`src/rtl/stdp_pkg.sv`:
```
// Shared constants, types and helpers for the STDP update scheduler.
package stdp_pkg;

  localparam int unsigned NUM_PRE = 5;
  localparam int unsigned TIMER_W = 8;
  localparam int unsigned WINDOW  = 16;
  localparam int unsigned IDX_W   = $clog2(NUM_PRE);

  typedef enum logic {
    LTD = 1'b0,
    LTP = 1'b1
  } stdp_dir_t;

  typedef enum logic {
    IDLE  = 1'b0,
    ISSUE = 1'b1
  } sched_state_t;

  typedef struct packed {
    logic [IDX_W-1:0]   idx;
    stdp_dir_t          dir;
    logic [TIMER_W-1:0] dt;
  } upd_req_t;

  // Cyclic successor of a synapse index, wrapping at the last synapse.
  function automatic logic [IDX_W-1:0] next_idx(input logic [IDX_W-1:0] idx);
    return (idx == IDX_W'(NUM_PRE - 1)) ? '0 : idx + IDX_W'(1);
  endfunction

endpackage

```
`src/rtl/stdp_spike_timer.sv`:
```
// Saturating spike-age counter: reads 1 the cycle after a spike, then counts
// up to all-ones, which means "no recent spike".
module stdp_spike_timer #(
  parameter int unsigned W = 8
) (
  input  logic         clk,
  input  logic         rst_n,
  input  logic         spike_i,
  output logic [W-1:0] timer_o
);

  logic [W-1:0] timer_q;
  logic [W-1:0] timer_d;

  // Restart on spike, otherwise count up and stick at all-ones.
  always_comb begin
    timer_d = timer_q;
    if (spike_i) begin
      timer_d = W'(1);
    end else if (!(&timer_q)) begin
      timer_d = timer_q + W'(1);
    end
  end

  // Age register; reset leaves it saturated.
  always_ff @(posedge clk or negedge rst_n) begin
    if (!rst_n) begin
      timer_q <= '1;
    end else begin
      timer_q <= timer_d;
    end
  end

  assign timer_o = timer_q;

endmodule

```
`src/rtl/stdp_update_sched.sv`:
```
// STDP pairing detector and round-robin scheduler feeding one weight-update
// unit over a valid/ready handshake.
module stdp_update_sched
  import stdp_pkg::*;
(
  input  logic               clk,
  input  logic               rst_n,
  input  logic [NUM_PRE-1:0] pre_spike,
  input  logic               post_spike,
  input  logic               upd_ready,
  input  logic               ovf_clr,
  output logic               upd_valid,
  output logic [IDX_W-1:0]   upd_idx,
  output logic               upd_dir,
  output logic [TIMER_W-1:0] upd_dt,
  output logic [NUM_PRE-1:0] pending,
  output logic               ovf_flag
);

  localparam logic [TIMER_W-1:0] WIN = TIMER_W'(WINDOW);

  logic [TIMER_W-1:0] pre_timer [NUM_PRE];
  logic [TIMER_W-1:0] post_timer;
  logic [TIMER_W-1:0] pre_age   [NUM_PRE];
  logic [NUM_PRE-1:0] ltp_ev;
  logic [NUM_PRE-1:0] ltd_ev;

  logic [NUM_PRE-1:0] pend_q, pend_d;
  logic [NUM_PRE-1:0] dir_q, dir_d;
  logic [TIMER_W-1:0] dt_q [NUM_PRE];
  logic [TIMER_W-1:0] dt_d [NUM_PRE];
  logic               ovf_q, ovf_d;

  sched_state_t       state_q, state_d;
  upd_req_t           req_q, req_d;
  logic               valid_q, valid_d;
  logic [IDX_W-1:0]   rr_ptr_q, rr_ptr_d;
  logic [NUM_PRE-1:0] grant_mask;

  logic               grant_found;
  logic [IDX_W-1:0]   grant_idx;

  for (genvar g = 0; g < NUM_PRE; g++) begin : g_pre_timer
    stdp_spike_timer #(.W(TIMER_W)) u_pre_timer (
      .clk     (clk),
      .rst_n   (rst_n),
      .spike_i (pre_spike[g]),
      .timer_o (pre_timer[g])
    );
  end

  stdp_spike_timer #(.W(TIMER_W)) u_post_timer (
    .clk     (clk),
    .rst_n   (rst_n),
    .spike_i (post_spike),
    .timer_o (post_timer)
  );

  // Pairing detection; a coincident pre/post spike is LTP with dt=0 only.
  always_comb begin
    ltp_ev = '0;
    ltd_ev = '0;
    for (int i = 0; i < NUM_PRE; i++) begin
      pre_age[i] = pre_spike[i] ? '0 : pre_timer[i];
      ltp_ev[i]  = post_spike && (pre_age[i] < WIN);
      ltd_ev[i]  = pre_spike[i] && !post_spike && (post_timer < WIN);
    end
  end

  // Round-robin pick: first pending synapse at or after rr_ptr, cyclically.
  always_comb begin
    int unsigned j;
    j           = 0;
    grant_found = 1'b0;
    grant_idx   = '0;
    for (int k = 0; k < NUM_PRE; k++) begin
      j = (32'(rr_ptr_q) + 32'(k)) % NUM_PRE;
      if (!grant_found && pend_q[IDX_W'(j)]) begin
        grant_found = 1'b1;
        grant_idx   = IDX_W'(j);
      end
    end
  end

  // Scheduler state register.
  always_ff @(posedge clk or negedge rst_n) begin
    if (!rst_n) begin
      state_q <= IDLE;
    end else begin
      state_q <= state_d;
    end
  end

  // Scheduler next-state logic.
  always_comb begin
    state_d = state_q;
    unique case (state_q)
      IDLE:    if (grant_found) state_d = ISSUE;
      ISSUE:   if (upd_ready)   state_d = IDLE;
      default: state_d = IDLE;
    endcase
  end

  // Scheduler outputs: latch the granted request, drop it on acceptance.
  always_comb begin
    req_d      = req_q;
    valid_d    = valid_q;
    rr_ptr_d   = rr_ptr_q;
    grant_mask = '0;
    unique case (state_q)
      IDLE: begin
        if (grant_found) begin
          req_d.idx             = grant_idx;
          req_d.dir             = dir_q[grant_idx] ? LTP : LTD;
          req_d.dt              = dt_q[grant_idx];
          valid_d               = 1'b1;
          grant_mask[grant_idx] = 1'b1;
        end
      end
      ISSUE: begin
        if (upd_ready) begin
          valid_d  = 1'b0;
          rr_ptr_d = next_idx(req_q.idx);
        end
      end
      default: valid_d = 1'b0;
    endcase
  end

  // Pending table: grant clears, new events set and overwrite dir/dt.
  always_comb begin
    pend_d = pend_q & ~grant_mask;
    dir_d  = dir_q;
    dt_d   = dt_q;
    ovf_d  = ovf_clr ? 1'b0 : ovf_q;
    for (int i = 0; i < NUM_PRE; i++) begin
      if (ltp_ev[i] || ltd_ev[i]) begin
        if (pend_q[i] && !grant_mask[i]) begin
          ovf_d = 1'b1;
        end
        pend_d[i] = 1'b1;
        dir_d[i]  = ltp_ev[i];
        dt_d[i]   = ltp_ev[i] ? pre_age[i] : post_timer;
      end
    end
  end

  // Datapath registers for the pending table and held request.
  always_ff @(posedge clk or negedge rst_n) begin
    if (!rst_n) begin
      pend_q   <= '0;
      dir_q    <= '0;
      ovf_q    <= 1'b0;
      req_q    <= '0;
      valid_q  <= 1'b0;
      rr_ptr_q <= '0;
      for (int i = 0; i < NUM_PRE; i++) begin
        dt_q[i] <= '0;
      end
    end else begin
      pend_q   <= pend_d;
      dir_q    <= dir_d;
      ovf_q    <= ovf_d;
      req_q    <= req_d;
      valid_q  <= valid_d;
      rr_ptr_q <= rr_ptr_d;
      for (int i = 0; i < NUM_PRE; i++) begin
        dt_q[i] <= dt_d[i];
      end
    end
  end

  assign upd_valid = valid_q;
  assign upd_idx   = req_q.idx;
  assign upd_dir   = req_q.dir;
  assign upd_dt    = req_q.dt;
  assign pending   = pend_q;
  assign ovf_flag  = ovf_q;

endmodule

```
`config.mk`:
```
export PLATFORM = sky130hd
export DESIGN_NAME = stdp_update_sched
export DESIGN_NICKNAME = d
export VERILOG_FILES = /design/src/rtl/stdp_pkg.sv /design/src/rtl/stdp_spike_timer.sv /design/src/rtl/stdp_update_sched.sv
export SDC_FILE = /design/constraint.sdc
export NUM_CORES = 1
export LEC_CHECK = 0
export CAP_MARGIN = 5
export CORE_AREA = 5 5 144 146
export DETAILED_ROUTE_END_ITERATION = 10
export DIE_AREA = 0 0 149 151
export SLEW_MARGIN = 10
export SYNTH_ARGS = -nofsm -noshare
export SYNTH_HDL_FRONTEND = slang
export SYNTH_HIERARCHICAL = 1
export SYNTH_SLANG_ARGS = --single-unit
```
`constraint.sdc`:
```
create_clock -name clk -period 5.95 [get_ports clk]
set_input_delay 1.4875 -clock clk [delete_from_list [all_inputs] [get_ports clk]]
set_output_delay 1.4875 -clock clk [all_outputs]
set_load 0.01 [all_outputs]
```
==> flow_summary.toml <==
[run_status]
run_status = "complete, no violations"

[run]
cap_violations = 0

[floorplanning]
die_x_um = 149
fp-row-count = 51
core_area_um2 = 19300
ios = 29
initial_core_util = 0.393
die_h_um = 151
dieArea_um2 = 22500

[drt]
met3_length_um = 866
met1_length_um = 8750
drcViolationCount = 0
met2_length_um = 8860
wire_per_inst_um = 17.3
drt_iter0_drc = 340
vias = 6306
dr.pass1.iters = 5
detail-route-antenna-nets = 0
wl_um = 18800
vias_per_cell = 5.80
highest_layer = "met4"

[worst_setup_path]
crit_path_end_kind = "flop"
start_kind = "flop"
critPathKind = "reg2reg"
crit_required_ns = 6.26
crit_arrival_ns = 5.70
crit_fanout = 21

[placement]
io_buffer_count = 28
dpl.hpwl_um = 13000
routabilityCongestion = 0.846

[cts]
clkTransAtPathRegs_ns = 0.05
htreeDepth = 4
cts_resized = 0
cts_tree = "yes"
cts_hold_buffers = 0
clk_latency_ns = 0.42
clk_path_buf_depth = 2
cts_num_sinks = 116
post_cts_buffers = 0
cts_buffers = 17
cts-root-buf = "clkbuf_16"

[power]
p_leak_nw = 3.52
power_density_nw_per_um2 = 476
cellInternalPower_w = 0.00247
p_comb_frac = 0.490
pwr-share-seq = 0.248
p_total_w = 0.00409
p_switching_w = 0.00163
switching_share = 0.397
irDropWorstVdd_v = 0.000216
clock_power_share = 0.262

[global_routing]
antenna_found_initial = 0
grt_max_degree = 74
grt_pass1_wl_um = 31500
grt_pass1_vias = 6050
grt_usage = 0.174
grt_overflow = 0

[timing]
fmax_mhz = 185
hold-worst-slack_ns = 0.485
period_minus_slack_ns = 5.39
final_max_slew_viol_count = 0
final-setup-viol-count = 0
post-route-period-util = 0.906
fin_skew_ns = 0.00666
worst_slew_margin_rel = 0.376
tns_ns = 0
hold_viol_final = 0
worstMarginPinSlew_ns = 0.936
rsz0062_at_grt = "false"

[finish]
n_antenna_cell = 0
final_common_cell = "dfrtp_1"
layout_common_cells = "68 x dfrtp_1, 49 x nand2_1, 48 x dfstp_2"
final_nets = 848
area_growth_pct = 13.6
final_core_util = 0.447
drive_above_1_share = 0.167
final.fill_count = 1885

[synth]
async_reset_ff_frac = 1.00
yosys.cell_types.count = 76
synthFlopType = "dfrtp_1"
synth_compound_area_frac = 0.229
synth_xor_area_frac = 0.00908
yosys_warnings = 6
syn_avg_cell_area_um2 = 9.53
synthSimpleGateAreaFrac = 0.206
synth_edf_count = 0
synth_top_family_by_area = "compound AO/OA/AOI/OAI gates"
synth_area_um2 = 7580
synth_seq_area_share = 0.391
synth_adder_area_share = 0.0479
synth_mux_area_frac = 0.0637
syn-num-nets = 834
synthCells = 795
yosys_register_bits = 116

[worst_hold_path]
hold_path_class = "reg2reg"
[routing by layer]
layer | GRT usage | vias to the layer above
met5 | 0 | -
met4 | 0.0595 | 0
met3 | 0.0362 | 29
met2 | 0.275 | 147
met1 | 0.238 | 3082
li1 | - | 3048
[kinds of logic after synthesis]
kind of cell,after synthesis
flops,116
buf+inv,76
compound gates,239
mux,42
fa+ha+maj,29
xor+xnor,7
simple gates,286
[through the flow]
stage	instances	area, um^2	setup slack, ns
6_report	1087	8610	0.558
5_1_grt	1087	8610	0.0220
4_1_cts	1087	8610	0.573
3_5_place_dp	1055	7980	0.617
3_3_place_gp	1055	7980	0.728
2_1_floorplan	795	7580	1.16
[critical path: stages (launching register included)]
cell and delay (ns):
dfrtp_1 0.34, clkinv_1 0.30, ha_1 0.36, inv_1 0.10
ha_1 0.25, inv_1 0.11, ha_1 0.23, or3_1 0.39
nand3_1 0.19, nand2_1 0.12, ha_1 0.27, nand2b_1 0.10
nand3_1 0.08, o211a_1 0.23, and3_1 0.21, o211ai_1 0.25
and2_1 0.24, mux2i_1 0.13, o21ai_4 0.50, nor2b_1 0.10
buf_4 0.23, a221o_1 0.31, o221a_2 0.22
[sequential cells by signal (all words and copies together) (netlist names)]
register,count
upd_dir,1
state_q,1
ovf_flag,1
upd_idx,3
dt_q,40
rr_ptr_q,3
u_post_timer/timer_o,8
dir_q,5
upd_dt,8
g_pre_timer.u_pre_timer/timer_o,40
pending,5
upd_valid,1
[power by group through the flow]
stage               clock network, W  logic (W)  registers, W
finish                       0.00107    0.00201       0.00101
detailed placement                 0    0.00200       0.00103
CTS                          0.00109    0.00201       0.00102
floorplan                          0    0.00155      0.000989
global placement                   0    0.00199       0.00103
global route                 0.00113    0.00223       0.00103
[final timing paths]
kind / from / endpoint / slack [ns] / cells past startpoint
setup / recovery: rr_ptr_q[1] / upd_dt[5] / 0.56 / 22
hold / removal: dt_q[4] / dt_q[4] / 0.49 / 1
setup reg to reg: rr_ptr_q[1] / upd_dt[5] / 0.56 / 22
hold reg to reg: dt_q[4] / dt_q[4] / 0.49 / 1
max in group asynchronous: rst_n / g_pre_timer[4].u_pre_timer/timer_o[2] / 3.62 / 2
min in group asynchronous: rst_n / dt_q[33] / 1.21 / 1
[final cells by class]
type	instances	area [um^2]	share of cell area
Timing Repair Buffer	40	368	0.0427
Multi-Input combinational cell	603	4210	0.489
Sequential cell	116	2960	0.344
Clock inverter	14	185	0.0215
Clock buffer	18	439	0.0510
Inverter	31	116	0.0135
Tap cell	265	332	0.0385
[synthesized netlist by cell type (6+ instances only)]
cell,instances,area (um^2)
a21oi_2,6,52.6
a32oi_1,8,70.1
nor4_1,12,75.1
o22ai_1,12,75.1
buf_1,7,26.3
nand2b_1,13,81.3
nor2_1,42,158
and3_1,29,181
nor3b_1,8,60.1
o211ai_1,6,45.0
nor3_1,42,210
a21oi_1,35,175
a21bo_1,6,60.1
a221o_1,15,150
dfstp_2,48,1260
and4_1,8,70.1
o221a_2,6,67.6
o21ai_0,40,200
a311oi_1,8,70.1
mux2_2,8,90.1
ha_1,29,363
o21a_1,10,75.1
nor2b_1,13,81.3
a22oi_1,13,97.6
dfrtp_1,68,1700
and2_1,16,100
clkbuf_1,17,63.8
nand2_1,49,184
nand3_1,20,100
mux2i_1,28,280
inv_1,28,105
nand4_1,15,93.8
a211oi_1,6,45.0
a31oi_1,27,169
nor3_2,6,60.1
buf_6,15,169
Power figures use the tool's default switching activity.
